### src/rtl/uart_pkg.sv
// Shared constants for the UART receive path: FIFO sizing, timeout FSM encoding,
// interrupt-enable bit positions and the receive-error bit position in RD.
package uart_pkg;

   localparam int DEPTH_LOG2 = 4;
   localparam int TO_LEN     = 640;
   localparam int RD_W       = 9;
   localparam int RD_ERR_BIT = 8;

   localparam int IE_THR = 0;
   localparam int IE_TO  = 1;
   localparam int IE_ERR = 2;

   typedef enum logic [1:0] {
      TO_Off   = 2'd0,
      TO_Count = 2'd1,
      TO_Flag  = 2'd2
   } to_state_e;

endpackage

### src/rtl/uart_rx_fifo_ram.sv
// Receive FIFO storage: synchronous write, asynchronous read so the head entry
// falls through to RHR the cycle after it is written.
module uart_rx_fifo_ram
   import uart_pkg::*;
#(
   parameter int pDepthLog2 = DEPTH_LOG2
) (
   input  logic                  clk_i,
   input  logic                  we_i,
   input  logic [pDepthLog2-1:0] waddr_i,
   input  logic [RD_W-1:0]       wdata_i,
   input  logic [pDepthLog2-1:0] raddr_i,
   output logic [RD_W-1:0]       rdata_o
);

   logic [RD_W-1:0] mem_q [2**pDepthLog2];

   always_ff @(posedge clk_i) begin
      if (we_i) mem_q[waddr_i] <= wdata_i;
   end

   assign rdata_o = mem_q[raddr_i];

endmodule

### src/rtl/uart_rx_buf_ctrl.sv
// UART receive buffer controller: FWFT receive FIFO with level/overrun/error
// tracking, character timeout against CE_16x, and one registered interrupt.
module uart_rx_buf_ctrl
   import uart_pkg::*;
#(
   parameter int pDepthLog2 = DEPTH_LOG2,
   parameter int pTOLen     = TO_LEN
) (
   input  logic                  Clk,
   input  logic                  Rst,
   input  logic                  CE_16x,
   input  logic [RD_W-1:0]       RD,
   input  logic                  WE_RHR,
   input  logic                  RxIdle,
   input  logic                  Clr,
   input  logic                  RE_RHR,
   output logic [RD_W-1:0]       RHR,
   output logic                  RxRdy,
   output logic                  Full,
   output logic [pDepthLog2:0]   Level,
   input  logic [pDepthLog2:0]   RxThr,
   output logic                  OvrErr,
   input  logic                  ClrOvr,
   output logic                  ErrInFIFO,
   output logic                  RxTO,
   input  logic [2:0]            IE,
   output logic                  IRQ
);

   localparam int PW = pDepthLog2;
   localparam int LW = pDepthLog2 + 1;
   localparam int CW = $clog2(pTOLen);
   localparam logic [LW-1:0] DEPTH    = LW'(2**pDepthLog2);
   localparam logic [CW-1:0] TO_LAST  = CW'(pTOLen - 1);

   logic [PW-1:0] wr_ptr_q, wr_ptr_d;
   logic [PW-1:0] rd_ptr_q, rd_ptr_d;
   logic [LW-1:0] level_q, level_d;
   logic [LW-1:0] err_cnt_q, err_cnt_d;
   logic          ovr_q, ovr_d;
   logic          irq_q, irq_d;
   to_state_e     to_state_q;
   logic [CW-1:0] to_cnt_q;

   logic wr_acc, rd_acc, ovr_set, thr_hit, any_acc;

   assign RxRdy     = (level_q != '0);
   assign Full      = (level_q == DEPTH);
   assign Level     = level_q;
   assign OvrErr    = ovr_q;
   assign ErrInFIFO = (err_cnt_q != '0);
   assign RxTO      = (to_state_q == TO_Flag);
   assign IRQ       = irq_q;

   // Clr outranks both strobes: the character is dropped and no overrun is recorded.
   assign wr_acc  = WE_RHR & (~Full | RE_RHR) & ~Clr;
   assign rd_acc  = RE_RHR & RxRdy & ~Clr;
   assign ovr_set = WE_RHR & Full & ~RE_RHR & ~Clr;
   assign any_acc = wr_acc | rd_acc;
   assign thr_hit = (RxThr != '0) & (level_q >= RxThr);

   uart_rx_fifo_ram #(.pDepthLog2(pDepthLog2)) u_ram (
      .clk_i   (Clk),
      .we_i    (wr_acc),
      .waddr_i (wr_ptr_q),
      .wdata_i (RD),
      .raddr_i (rd_ptr_q),
      .rdata_o (RHR)
   );

   always_comb begin
      wr_ptr_d  = wr_ptr_q;
      rd_ptr_d  = rd_ptr_q;
      level_d   = level_q;
      err_cnt_d = err_cnt_q;
      if (Clr) begin
         wr_ptr_d  = '0;
         rd_ptr_d  = '0;
         level_d   = '0;
         err_cnt_d = '0;
      end else begin
         if (wr_acc) wr_ptr_d = wr_ptr_q + PW'(1);
         if (rd_acc) rd_ptr_d = rd_ptr_q + PW'(1);
         if (wr_acc & ~rd_acc) level_d = level_q + LW'(1);
         if (rd_acc & ~wr_acc) level_d = level_q - LW'(1);
         if ((wr_acc & RD[RD_ERR_BIT]) & ~(rd_acc & RHR[RD_ERR_BIT]))
            err_cnt_d = err_cnt_q + LW'(1);
         if ((rd_acc & RHR[RD_ERR_BIT]) & ~(wr_acc & RD[RD_ERR_BIT]))
            err_cnt_d = err_cnt_q - LW'(1);
      end
   end

   // Set wins over ClrOvr; Clr leaves the sticky flag alone.
   assign ovr_d = ovr_set | (ovr_q & ~ClrOvr);

   assign irq_d = (IE[IE_THR] & thr_hit) | (IE[IE_TO] & RxTO) |
                  (IE[IE_ERR] & (ovr_q | ErrInFIFO));

   always_ff @(posedge Clk) begin
      if (Rst) begin
         wr_ptr_q  <= '0;
         rd_ptr_q  <= '0;
         level_q   <= '0;
         err_cnt_q <= '0;
         ovr_q     <= 1'b0;
         irq_q     <= 1'b0;
      end else begin
         wr_ptr_q  <= wr_ptr_d;
         rd_ptr_q  <= rd_ptr_d;
         level_q   <= level_d;
         err_cnt_q <= err_cnt_d;
         ovr_q     <= ovr_d;
         irq_q     <= irq_d;
      end
   end

   always_ff @(posedge Clk) begin
      if (Rst || Clr || (level_d == '0)) begin
         to_state_q <= TO_Off;
         to_cnt_q   <= '0;
      end else begin
         case (to_state_q)
            TO_Off: begin
               if (RxRdy) to_state_q <= TO_Count;
               to_cnt_q <= '0;
            end
            TO_Count: begin
               // Line activity or FIFO traffic restarts the quiet-time measurement.
               if (any_acc || !RxIdle) begin
                  to_cnt_q <= '0;
               end else if (CE_16x) begin
                  if (to_cnt_q == TO_LAST) begin
                     to_state_q <= TO_Flag;
                     to_cnt_q   <= '0;
                  end else begin
                     to_cnt_q <= to_cnt_q + CW'(1);
                  end
               end
            end
            TO_Flag: begin
               if (any_acc) begin
                  to_state_q <= TO_Count;
                  to_cnt_q   <= '0;
               end
            end
            default: begin
               to_state_q <= TO_Off;
               to_cnt_q   <= '0;
            end
         endcase
      end
   end

endmodule

### config.mk
export PLATFORM = sky130hd
export DESIGN_NAME = uart_rx_buf_ctrl
export DESIGN_NICKNAME = d
export VERILOG_FILES = /design/src/rtl/uart_pkg.sv /design/src/rtl/uart_rx_fifo_ram.sv /design/src/rtl/uart_rx_buf_ctrl.sv
export SDC_FILE = /design/constraint.sdc
export NUM_CORES = 1
export LEC_CHECK = 0
export BUFFER_PORTS_ARGS = -buffer_cell sky130_fd_sc_hd__clkbuf_2
export CAP_MARGIN = 20
export CORE_MARGIN = 5
export CORE_UTILIZATION = 39
export CTS_BUF_LIST = sky130_fd_sc_hd__clkbuf_4 sky130_fd_sc_hd__clkbuf_8 sky130_fd_sc_hd__clkbuf_16
export CTS_CLUSTER_DIAMETER = 40
export DETAILED_ROUTE_END_ITERATION = 10
export GPL_ROUTABILITY_DRIVEN = 0
export HOLD_SLACK_MARGIN = 0.12
export PLACE_DENSITY_LB_ADDON = 0.05
export SLEW_MARGIN = 10
export SYNTH_ARGS = -nofsm -noshare
export SYNTH_HDL_FRONTEND = slang
export SYNTH_SLANG_ARGS = --single-unit
### constraint.sdc
create_clock -name Clk -period 3.5 [get_ports Clk]
set_input_delay 0 -clock Clk [delete_from_list [all_inputs] [get_ports Clk]]
set_output_delay 0 -clock Clk [all_outputs]
set_load 0.03 [all_outputs]
==> flow_summary.html, run 1 <==
<table>
<tr><th>Metric</th><th>Value</th></tr>
<tr><th colspan="2">Detailed routing</th></tr>
<tr><td>Routed WL</td><td>17200 µm</td></tr>
<tr><td>Count of unresolved DRC violations after routing</td><td>0</td></tr>
<tr><td>DR pass1 iterations</td><td>4</td></tr>
<tr><td>Drt wl/cell</td><td>19.9 µm</td></tr>
<tr><td>Final antenna-violating net count</td><td>0</td></tr>
<tr><td>Routed vias</td><td>4511</td></tr>
<tr><td>Initial DRC count</td><td>353</td></tr>
<tr><td>Average via count per standard cell</td><td>5.22</td></tr>
<tr><th colspan="2">Die</th></tr>
<tr><td>Die W</td><td>151 µm</td></tr>
<tr><td>Row count</td><td>about 50</td></tr>
<tr><td>Die Y</td><td>151 µm</td></tr>
<tr><td>Floorplan core area</td><td>19600 µm²</td></tr>
<tr><td>Initial Util</td><td>39.8%</td></tr>
<tr><td>Die ar.</td><td>about 23000 µm²</td></tr>
<tr><td>Top Ports</td><td>45</td></tr>
<tr><th colspan="2">STA</th></tr>
<tr><td>Max-slew headroom</td><td>56.4%</td></tr>
<tr><td>Measured slew at the worst slew-check pin</td><td>0.649 ns</td></tr>
<tr><td>Post-route worst hold slack</td><td>0.228 ns</td></tr>
<tr><td>Finish-stage setup viols</td><td>0</td></tr>
<tr><td>Minimum clock period after layout</td><td>3.24 ns</td></tr>
<tr><td>Number of endpoints with negative hold slack in the final report</td><td>0</td></tr>
<tr><td>Max Slew Vio Count</td><td>0</td></tr>
<tr><td>Final period utilization</td><td>between 90% and 100%</td></tr>
<tr><td>Setup TNS</td><td>0 ns</td></tr>
<tr><td>Timing-limited maximum frequency</td><td>309 MHz</td></tr>
<tr><td>Unrepaired setup endpoints after global routing</td><td>no</td></tr>
<tr><td>Worst Skew</td><td>0.0103 ns</td></tr>
<tr><th colspan="2">Power</th></tr>
<tr><td>Maximum resistive drop on vdd</td><td>0.332 mV</td></tr>
<tr><td>Static Leakage</td><td>3.13 nW</td></tr>
<tr><td>Power per cell area</td><td>487 nW/µm²</td></tr>
<tr><td>Final Power</td><td>4.52 mW</td></tr>
<tr><th colspan="2">Cells and area</th></tr>
<tr><td>Layout cells sized above 1</td><td>29.4%</td></tr>
<tr><td>Design area</td><td>9280 µm²</td></tr>
<tr><td>Post-synthesis to final-layout area growth</td><td>18.9%</td></tr>
<tr><td>Final std cells w/o fill</td><td>864</td></tr>
<tr><td>Layout net count</td><td>between 600 and 700</td></tr>
<tr><td>Number of filler instances in the final layout</td><td>1744</td></tr>
<tr><th colspan="2">Global route</th></tr>
<tr><td>First-pass GRT wire length</td><td>~27000 µm</td></tr>
<tr><td>Global-route total usage across every layer</td><td>15.8%</td></tr>
<tr><td>Vias in the first global route</td><td>4477</td></tr>
<tr><td>Largest net degree at the start of global routing</td><td>26</td></tr>
<tr><td>Overall overflow remaining after global route</td><td>0</td></tr>
<tr><td>Antenna violations before repair</td><td>2</td></tr>
<tr><th colspan="2">Logic synthesis</th></tr>
<tr><td>Most frequent cells after synthesis</td><td>edfxtp_1 (144), mux4_2 (45), nor2_1 (42), dfxtp_1 (36), nand2_1 (23)</td></tr>
<tr><td>Most numerous cell in the Yosys netlist</td><td>edfxtp_1</td></tr>
<tr><td>Area share of the leading cell type in the synthesized netlist</td><td>~55%</td></tr>
<tr><td>Number of synthesized register bits</td><td>180</td></tr>
<tr><td>Average instance area after synthesis</td><td>~16 µm²</td></tr>
<tr><td>EDFF count, synth</td><td>144</td></tr>
<tr><td>Cell type with the highest aggregate area in the netlist</td><td>edfxtp_1</td></tr>
<tr><td>Dominant register cell in the synthesized netlist</td><td>edfxtp_1</td></tr>
<tr><td>Sequential element share of the synthesized area</td><td>64.7%</td></tr>
<tr><td>Asr flop ratio synth</td><td>0%</td></tr>
<tr><td>Netlist cell types</td><td>57</td></tr>
<tr><td>Top cells by area, synth</td><td>edfxtp_1 (55%), mux4_2 (13%), dfxtp_1 (9.2%), ha_1 (2.9%), nor2_1 (2.0%)</td></tr>
<tr><td>Gate Count Post-Synth</td><td>496</td></tr>
<tr><td>Netlist area before placement</td><td>7800 µm²</td></tr>
<tr><td>Synthesized Nets</td><td>540</td></tr>
<tr><td>Count of warnings emitted by yosys</td><td>0</td></tr>
<tr><th colspan="2">Clocking</th></tr>
<tr><td>Buffers from clock root to sink, at most</td><td>2</td></tr>
<tr><td>Number of buffers added by the clock tree synthesis step</td><td>17</td></tr>
<tr><td>TritonCTS sink count</td><td>between 150 and 200</td></tr>
<tr><td>CTS tree</td><td>built</td></tr>
<tr><td>Post-CTS clock slew at the launch and capture registers of the worst setup and hold paths</td><td>0.08 ns</td></tr>
<tr><td>Clock latency reported for the late side of the worst-skew pair</td><td>between 0.4 and 0.5 ns</td></tr>
<tr><td>Number of H-tree levels</td><td>4</td></tr>
<tr><td>Clock root cell</td><td>clkbuf_16</td></tr>
<tr><th colspan="2">Placement</th></tr>
<tr><td>Placed inst area</td><td>8430 µm²</td></tr>
<tr><td>Number of buffers inserted by port buffering</td><td>44</td></tr>
<tr><td>Placed cells</td><td>807</td></tr>
<tr><td>DPL Wire Length</td><td>around 11000 µm</td></tr>
<tr><th colspan="2">Worst hold path</th></tr>
<tr><td>Hold depth</td><td>4</td></tr>
<tr><td>Hold path endpoint</td><td>Level[1]</td></tr>
<tr><td>Type of the worst min-delay path</td><td>input port to flop</td></tr>
<tr><td>Startpoint of the worst hold path</td><td>WE_RHR</td></tr>
<tr><th colspan="2">Critical path</th></tr>
<tr><td>CP Data Arrival Time</td><td>3.53 ns</td></tr>
<tr><td>Data required time at the worst endpoint</td><td>3.79 ns</td></tr>
<tr><td>Type of element launching the critical path</td><td>flop</td></tr>
<tr><td>Worst Reg-to-Reg Cells</td><td>11</td></tr>
<tr><td>Slowest Stage Delay on Critical Path</td><td>0.52 ns</td></tr>
<tr><td>Cell-by-cell trace of the critical path</td><td>mux4_2, mux4_2, and2_1, ha_1, ha_1, nor2b_1, o21ai_0, and3_1, nor3_1, xnor2_1, nor2_1</td></tr>
<tr><td>Minimum setup slack among reg-to-reg paths</td><td>0.26 ns</td></tr>
<tr><td>Critical Path Sink Type</td><td>flop</td></tr>
<tr><td>Standard cell with the maximum stage delay on the critical path</td><td>mux4_2</td></tr>
<tr><td>Critical path fanouts, max</td><td>6</td></tr>
<tr><td>Setup CP Type</td><td>flop to flop</td></tr>
<tr><td>Reg-to-reg critical path endpoint</td><td>err_cnt_q[4]</td></tr>
<tr><th colspan="2">Run status</th></tr>
<tr><td>Run status</td><td>finished clean</td></tr>
<tr><th colspan="2">Run</th></tr>
<tr><td>Max-cap violations</td><td>0</td></tr>
</table>
==> flip-flops by register name (all words and copies together), names as in the netlist, named ones only <==
name and flops:
rd_ptr_q 4, OvrErr 1, IRQ 1, err_cnt_q 5, wr_ptr_q 4, to_cnt_q 10, u_ram.mem_q 144, Level 5
to_state_q 2
==> worst max-delay path by stage <==
stage                     startpoint            to  slack [ns]  depth (start not counted)
after global routing        Level[0]  err_cnt_q[4]        0.04                         14
after floorplan                 flop  err_cnt_q[4]         0.1                         12
final                           flop  err_cnt_q[4]        0.26                         11
after detailed placement    Level[0]  err_cnt_q[4]        0.24                         15
after CTS                   Level[0]  err_cnt_q[4]        0.22                         15
after global placement          flop  err_cnt_q[4]        0.35                         11
==> report_power, final <==
part | switching [mW] | internal (mW)
registers | 0.00848 | 2.31
clock network | 0.907 | 1.03
logic | 0.150 | 0.104
total | 1.07 | 3.45
==> cell families after synthesis <==
logic type      share of synthesized area, %
xor+xnor                                1.57
buf+inv                                 2.45
compound gates                          5.07
mux                                     13.4
fa+ha+maj                               3.14
simple gates                            9.73
flops                                   64.7
==> per-layer routing <==
metal	part of all wire [%]	global-route usage (%)
met1	48	23.1
met2	48	24.3
met3	3.4	3.08
met4	1.0	4.26
met5	0.076	0
==> metrics by stage <==
step | worst slack, ns | util, %
CTS | 0.216 | 47.2
detailed placement | 0.238 | 43.0
global route | 0.0364 | 47.4
floorplan | 0.0955 | -
finish | 0.265 | 47.4
global placement | 0.349 | 43.0
==> final cells by class <==
| class | count | area (µm²) | share of cell area (%) |
|---|---|---|---|
| inverter | 19 | 71.3 | 0.769 |
| tap | 265 | 332 | 3.57 |
| antenna | 1 | 2.50 | 0.0270 |
| clock inverter | 15 | 183 | 1.97 |
| clock buffer | 17 | 425 | 4.59 |
| multi-input combinational | 274 | 2580 | 27.8 |
| timing repair buffer | 93 | 638 | 6.88 |
| sequential | 180 | 5050 | 54.4 |
==> worst max-delay path, delay by kind of cell, from the launching register on <==
family / cells / cell delay [ns]
AOI/OAI and AO/OA: 1 / 0.12
xor gates and xnor gates: 1 / 0.14
adders and majority gates: 2 / 0.59
DFF: 1 / 0.43
muxes: 2 / 1.03
and+or+nand+nor: 5 / 0.79
==> cell usage in the layout, fill, tap and decap left out, drive strengths merged, types with 5 or more instances in the layout <==
| master | netlist | routed |
|---|---|---|
| dlygate4sd3 | 0 | 20 |
| dfxtp | 36 | 36 |
| clkinv | 0 | 5 |
| clkbuf | 10 | 61 |
| edfxtp | 144 | 144 |
| buf | 13 | 29 |
| xnor2 | 7 | 7 |
| nor2 | 43 | 43 |
| o21ai | 12 | 12 |
| nand2 | 24 | 24 |
| nand3 | 11 | 11 |
| nand2b | 10 | 10 |
| nor3 | 18 | 18 |
| mux4 | 45 | 45 |
| ha | 18 | 18 |
| xor2 | 7 | 7 |
| a21oi | 18 | 18 |
| inv | 19 | 28 |
==> repair_timing <==
item	in CTS	in global routing
endpoints found under the hold margin	155	0
setup endpoints to repair	0	1
buffers inserted	0	4
hold buffers	20	0
resized for setup	0	2
Note: power is estimated with default switching activity, not from simulation.
==> inputs of run 2 (changes only) <==
Settings changed: PLACE_DENSITY set to 0.51, PLACE_DENSITY_LB_ADDON 0.05 to unset.
==> flow_summary.html, run 2 (synthesis results as in run 1) <==
<table>
<tr><th>Metric</th><th>Value</th></tr>
<tr><th colspan="2">Run status</th></tr>
<tr><td>Run status</td><td>finished clean</td></tr>
<tr><th colspan="2">Detailed routing</th></tr>
<tr><td>DR pass1 iterations</td><td>5</td></tr>
<tr><td>Drt wl/cell</td><td>19.4 µm</td></tr>
<tr><td>Initial DRC count</td><td>roughly 340</td></tr>
<tr><td>Routed vias</td><td>4457</td></tr>
<tr><td>Average via count per standard cell</td><td>5.20</td></tr>
<tr><td>Routed WL</td><td>~17000 µm</td></tr>
<tr><td>Count of unresolved DRC violations after routing</td><td>0</td></tr>
<tr><td>Final antenna-violating net count</td><td>0</td></tr>
<tr><th colspan="2">Global route</th></tr>
<tr><td>Largest net degree at the start of global routing</td><td>26</td></tr>
<tr><td>Global routing met1 resource utilization</td><td>22.2%</td></tr>
<tr><td>Gr busiest metal</td><td>met2</td></tr>
<tr><td>GRT met3 Usage</td><td>~2.8%</td></tr>
<tr><td>Overall overflow remaining after global route</td><td>0</td></tr>
<tr><td>Vias in the first global route</td><td>4468</td></tr>
<tr><td>First-pass GRT wire length</td><td>26100 µm</td></tr>
<tr><td>Met2 Use GR</td><td>24.2%</td></tr>
<tr><td>Global-route total usage across every layer</td><td>15.5%</td></tr>
<tr><td>Antenna violations before repair</td><td>1</td></tr>
<tr><th colspan="2">Placement</th></tr>
<tr><td>Number of buffers inserted by port buffering</td><td>44</td></tr>
<tr><td>Placed inst area</td><td>8410 µm²</td></tr>
<tr><td>DPL Wire Length</td><td>10700 µm</td></tr>
<tr><td>Worst slack at placement</td><td>0.247 ns</td></tr>
<tr><th colspan="2">Die</th></tr>
<tr><td>Die ar.</td><td>22900 µm²</td></tr>
<tr><td>Initial Util</td><td>39.8%</td></tr>
<tr><td>Row count</td><td>about 50</td></tr>
<tr><td>Die Y</td><td>approximately 150 µm</td></tr>
<tr><td>Floorplan core area</td><td>19600 µm²</td></tr>
<tr><td>Die W</td><td>between 150 and 200 µm</td></tr>
<tr><td>Top Ports</td><td>45</td></tr>
<tr><th colspan="2">Cells and area</th></tr>
<tr><td>Leading cell type in the layout, fill and taps excluded</td><td>edfxtp_1</td></tr>
<tr><td>Number of filler instances in the final layout</td><td>1711</td></tr>
<tr><td>Layout cells sized above 1</td><td>28.4%</td></tr>
<tr><td>Design area</td><td>9190 µm²</td></tr>
<tr><td>Highest-count cells in the layout ignoring fill and taps</td><td>edfxtp_1 (144), mux4_2 (45), clkbuf_2 (44)</td></tr>
<tr><td>Multi-input gate area in the final layout</td><td>about 2600 µm²</td></tr>
<tr><td>Layout net count</td><td>roughly 620</td></tr>
<tr><td>Register bank with the most flops</td><td>u_ram.mem_q</td></tr>
<tr><td>Post-synthesis to final-layout area growth</td><td>17.8%</td></tr>
<tr><td>Number of flip-flops under the largest register name</td><td>144</td></tr>
<tr><td>Regs by FF count</td><td>u_ram.mem_q: 144 flops, to_cnt_q: 10 flops</td></tr>
<tr><td>Sequential cell area</td><td>roughly 5000 µm²</td></tr>
<tr><td>Diode insertion count for antenna repair</td><td>0</td></tr>
<tr><th colspan="2">Run</th></tr>
<tr><td>Max-cap violations</td><td>0</td></tr>
<tr><th colspan="2">Worst hold path</th></tr>
<tr><td>Type of the worst min-delay path</td><td>input port to flop</td></tr>
<tr><th colspan="2">STA</th></tr>
<tr><td>Final worst setup slack</td><td>0.284 ns</td></tr>
<tr><td>Setup TNS</td><td>0 ns</td></tr>
<tr><td>Timing-limited maximum frequency</td><td>311 MHz</td></tr>
<tr><td>Final period utilization</td><td>around nine tenths</td></tr>
<tr><td>Max-slew headroom</td><td>29.9%</td></tr>
<tr><td>Post-route worst hold slack</td><td>roughly 0.4 ns</td></tr>
<tr><td>Finish-stage setup viols</td><td>0</td></tr>
<tr><td>Measured slew at the worst slew-check pin</td><td>1.05 ns</td></tr>
<tr><td>Max Slew Vio Count</td><td>0</td></tr>
<tr><td>Minimum clock period after layout</td><td>3.22 ns</td></tr>
<tr><td>Number of endpoints with negative hold slack in the final report</td><td>0</td></tr>
<tr><td>Worst Skew</td><td>0.0110 ns</td></tr>
<tr><td>Unrepaired setup endpoints after global routing</td><td>no</td></tr>
<tr><th colspan="2">Clocking</th></tr>
<tr><td>CTS tree</td><td>built</td></tr>
<tr><td>Buffers from clock root to sink, at most</td><td>2</td></tr>
<tr><td>Clock root cell</td><td>clkbuf_16</td></tr>
<tr><td>Number of H-tree levels</td><td>4</td></tr>
<tr><td>TritonCTS sink count</td><td>180</td></tr>
<tr><td>Number of buffers added by the clock tree synthesis step</td><td>17</td></tr>
<tr><td>Clock latency reported for the late side of the worst-skew pair</td><td>around 0.43 ns</td></tr>
<tr><td>Post-CTS clock slew at the launch and capture registers of the worst setup and hold paths</td><td>0.07 ns</td></tr>
<tr><th colspan="2">Critical path</th></tr>
<tr><td>Critical path fanouts, max</td><td>7</td></tr>
<tr><td>Cell-by-cell trace of the critical path</td><td>inv_1, ha_1, or4b_4, nand2_4, nor2_1, and2_1, ha_2, ha_1, nor2b_1, o21ai_0, a21oi_1, nor3_1, xnor2_1, nor2_1</td></tr>
<tr><td>Data required time at the worst endpoint</td><td>3.81 ns</td></tr>
<tr><td>Standard cell with the maximum stage delay on the critical path</td><td>or4b_4</td></tr>
<tr><td>Slowest Stage Delay on Critical Path</td><td>0.56 ns</td></tr>
<tr><td>Type of element launching the critical path</td><td>flop</td></tr>
<tr><td>CP Data Arrival Time</td><td>3.52 ns</td></tr>
<tr><td>Setup CP Type</td><td>flop to flop</td></tr>
<tr><td>Critical Path Sink Type</td><td>flop</td></tr>
<tr><th colspan="2">Power</th></tr>
<tr><td>Sequential share of power</td><td>around 53%</td></tr>
<tr><td>Maximum resistive drop on vdd</td><td>0.359 mV</td></tr>
<tr><td>Net switching power</td><td>1.03 mW</td></tr>
<tr><td>Power per cell area</td><td>477 nW/µm²</td></tr>
<tr><td>Static Leakage</td><td>between 3 and 4 nW</td></tr>
<tr><td>Internal Dissipation</td><td>3.36 mW</td></tr>
<tr><td>Combinational group share of total power</td><td>between 5 and 6%</td></tr>
<tr><td>Net Sw Frac</td><td>between 20% and 30%</td></tr>
<tr><td>Clock share of power</td><td>41.4%</td></tr>
</table>
[run 2: changes by cell type in the layout (fill, tap and decap cells not counted), sizes merged]
cell / previous run / this run
clkinvlp: 0 / 1
clkinv: 5 / 7
diode: 1 / 0
inv: 28 / 26
buf: 29 / 23
bufinv: 1 / 0
[run 2: worst paths after layout]
kind | from | endpoint | slack (ns) | cells after the start
worst max-delay path | Level[0] | err_cnt_q[4] | 0.28 | 14
worst min register to register | rd_ptr_q[1] | rd_ptr_q[1] | 0.51 | 2
worst max register to register | Level[0] | err_cnt_q[4] | 0.28 | 14
worst min-delay path | Rst | Level[3] | 0.39 | 3
[run 2: area by class of cell]
type,instances,share of cell area (%)
sequential,180,54.9
tap,265,3.61
inverter,19,0.776
clock inverter,15,1.58
clock buffer,17,4.63
multi-input combinational,274,28.0
timing repair buffer,87,6.49
[run 2: per-stage QoR]
stage	power [mW]	std cells	utilization, %
3_3_place_gp	2.60	803	42.8
5_1_grt	4.55	857	46.9
2_1_floorplan	2.53	496	-
3_5_place_dp	2.60	805	42.9
6_report	4.39	857	46.9
4_1_cts	4.44	857	46.9
[run 2: what timing repair did]
| action | in CTS | in global routing |
|---|---|---|
| hold buffers | 20 | 0 |
| endpoints found under the setup margin | 0 | 1 |
| hold endpoints to repair | 156 | 0 |
| gates resized for setup | 0 | 3 |
| buffers inserted | 0 | 0 |
[run 2: routing by layer]
layer | routed length (µm) | vias to the layer above
met5 | 7 | -
met2 | 7980 | 88
li1 | - | 2097
met3 | 555 | 19
met4 | 203 | 2
met1 | 7910 | 2251
[run 2: power by group through the flow]
stage	logic, mW	clock network, mW	registers [mW]
floorplan	0.154	0	2.37
global placement	0.227	0	2.37
detailed placement	0.229	0	2.37
CTS	0.247	1.87	2.32
global route	0.270	1.95	2.32
finish	0.246	1.82	2.32
[run 2: worst max-delay path: cells and delay by family (launching register included)]
family | cells | cell delay (ns)
AOI/OAI and AO/OA | 2 | 0.32
xor gates and xnor gates | 1 | 0.14
adders and majority gates | 3 | 0.76
buffers and inverters | 1 | 0.17
DFF | 1 | 0.35
and+or+nand+nor | 7 | 1.36
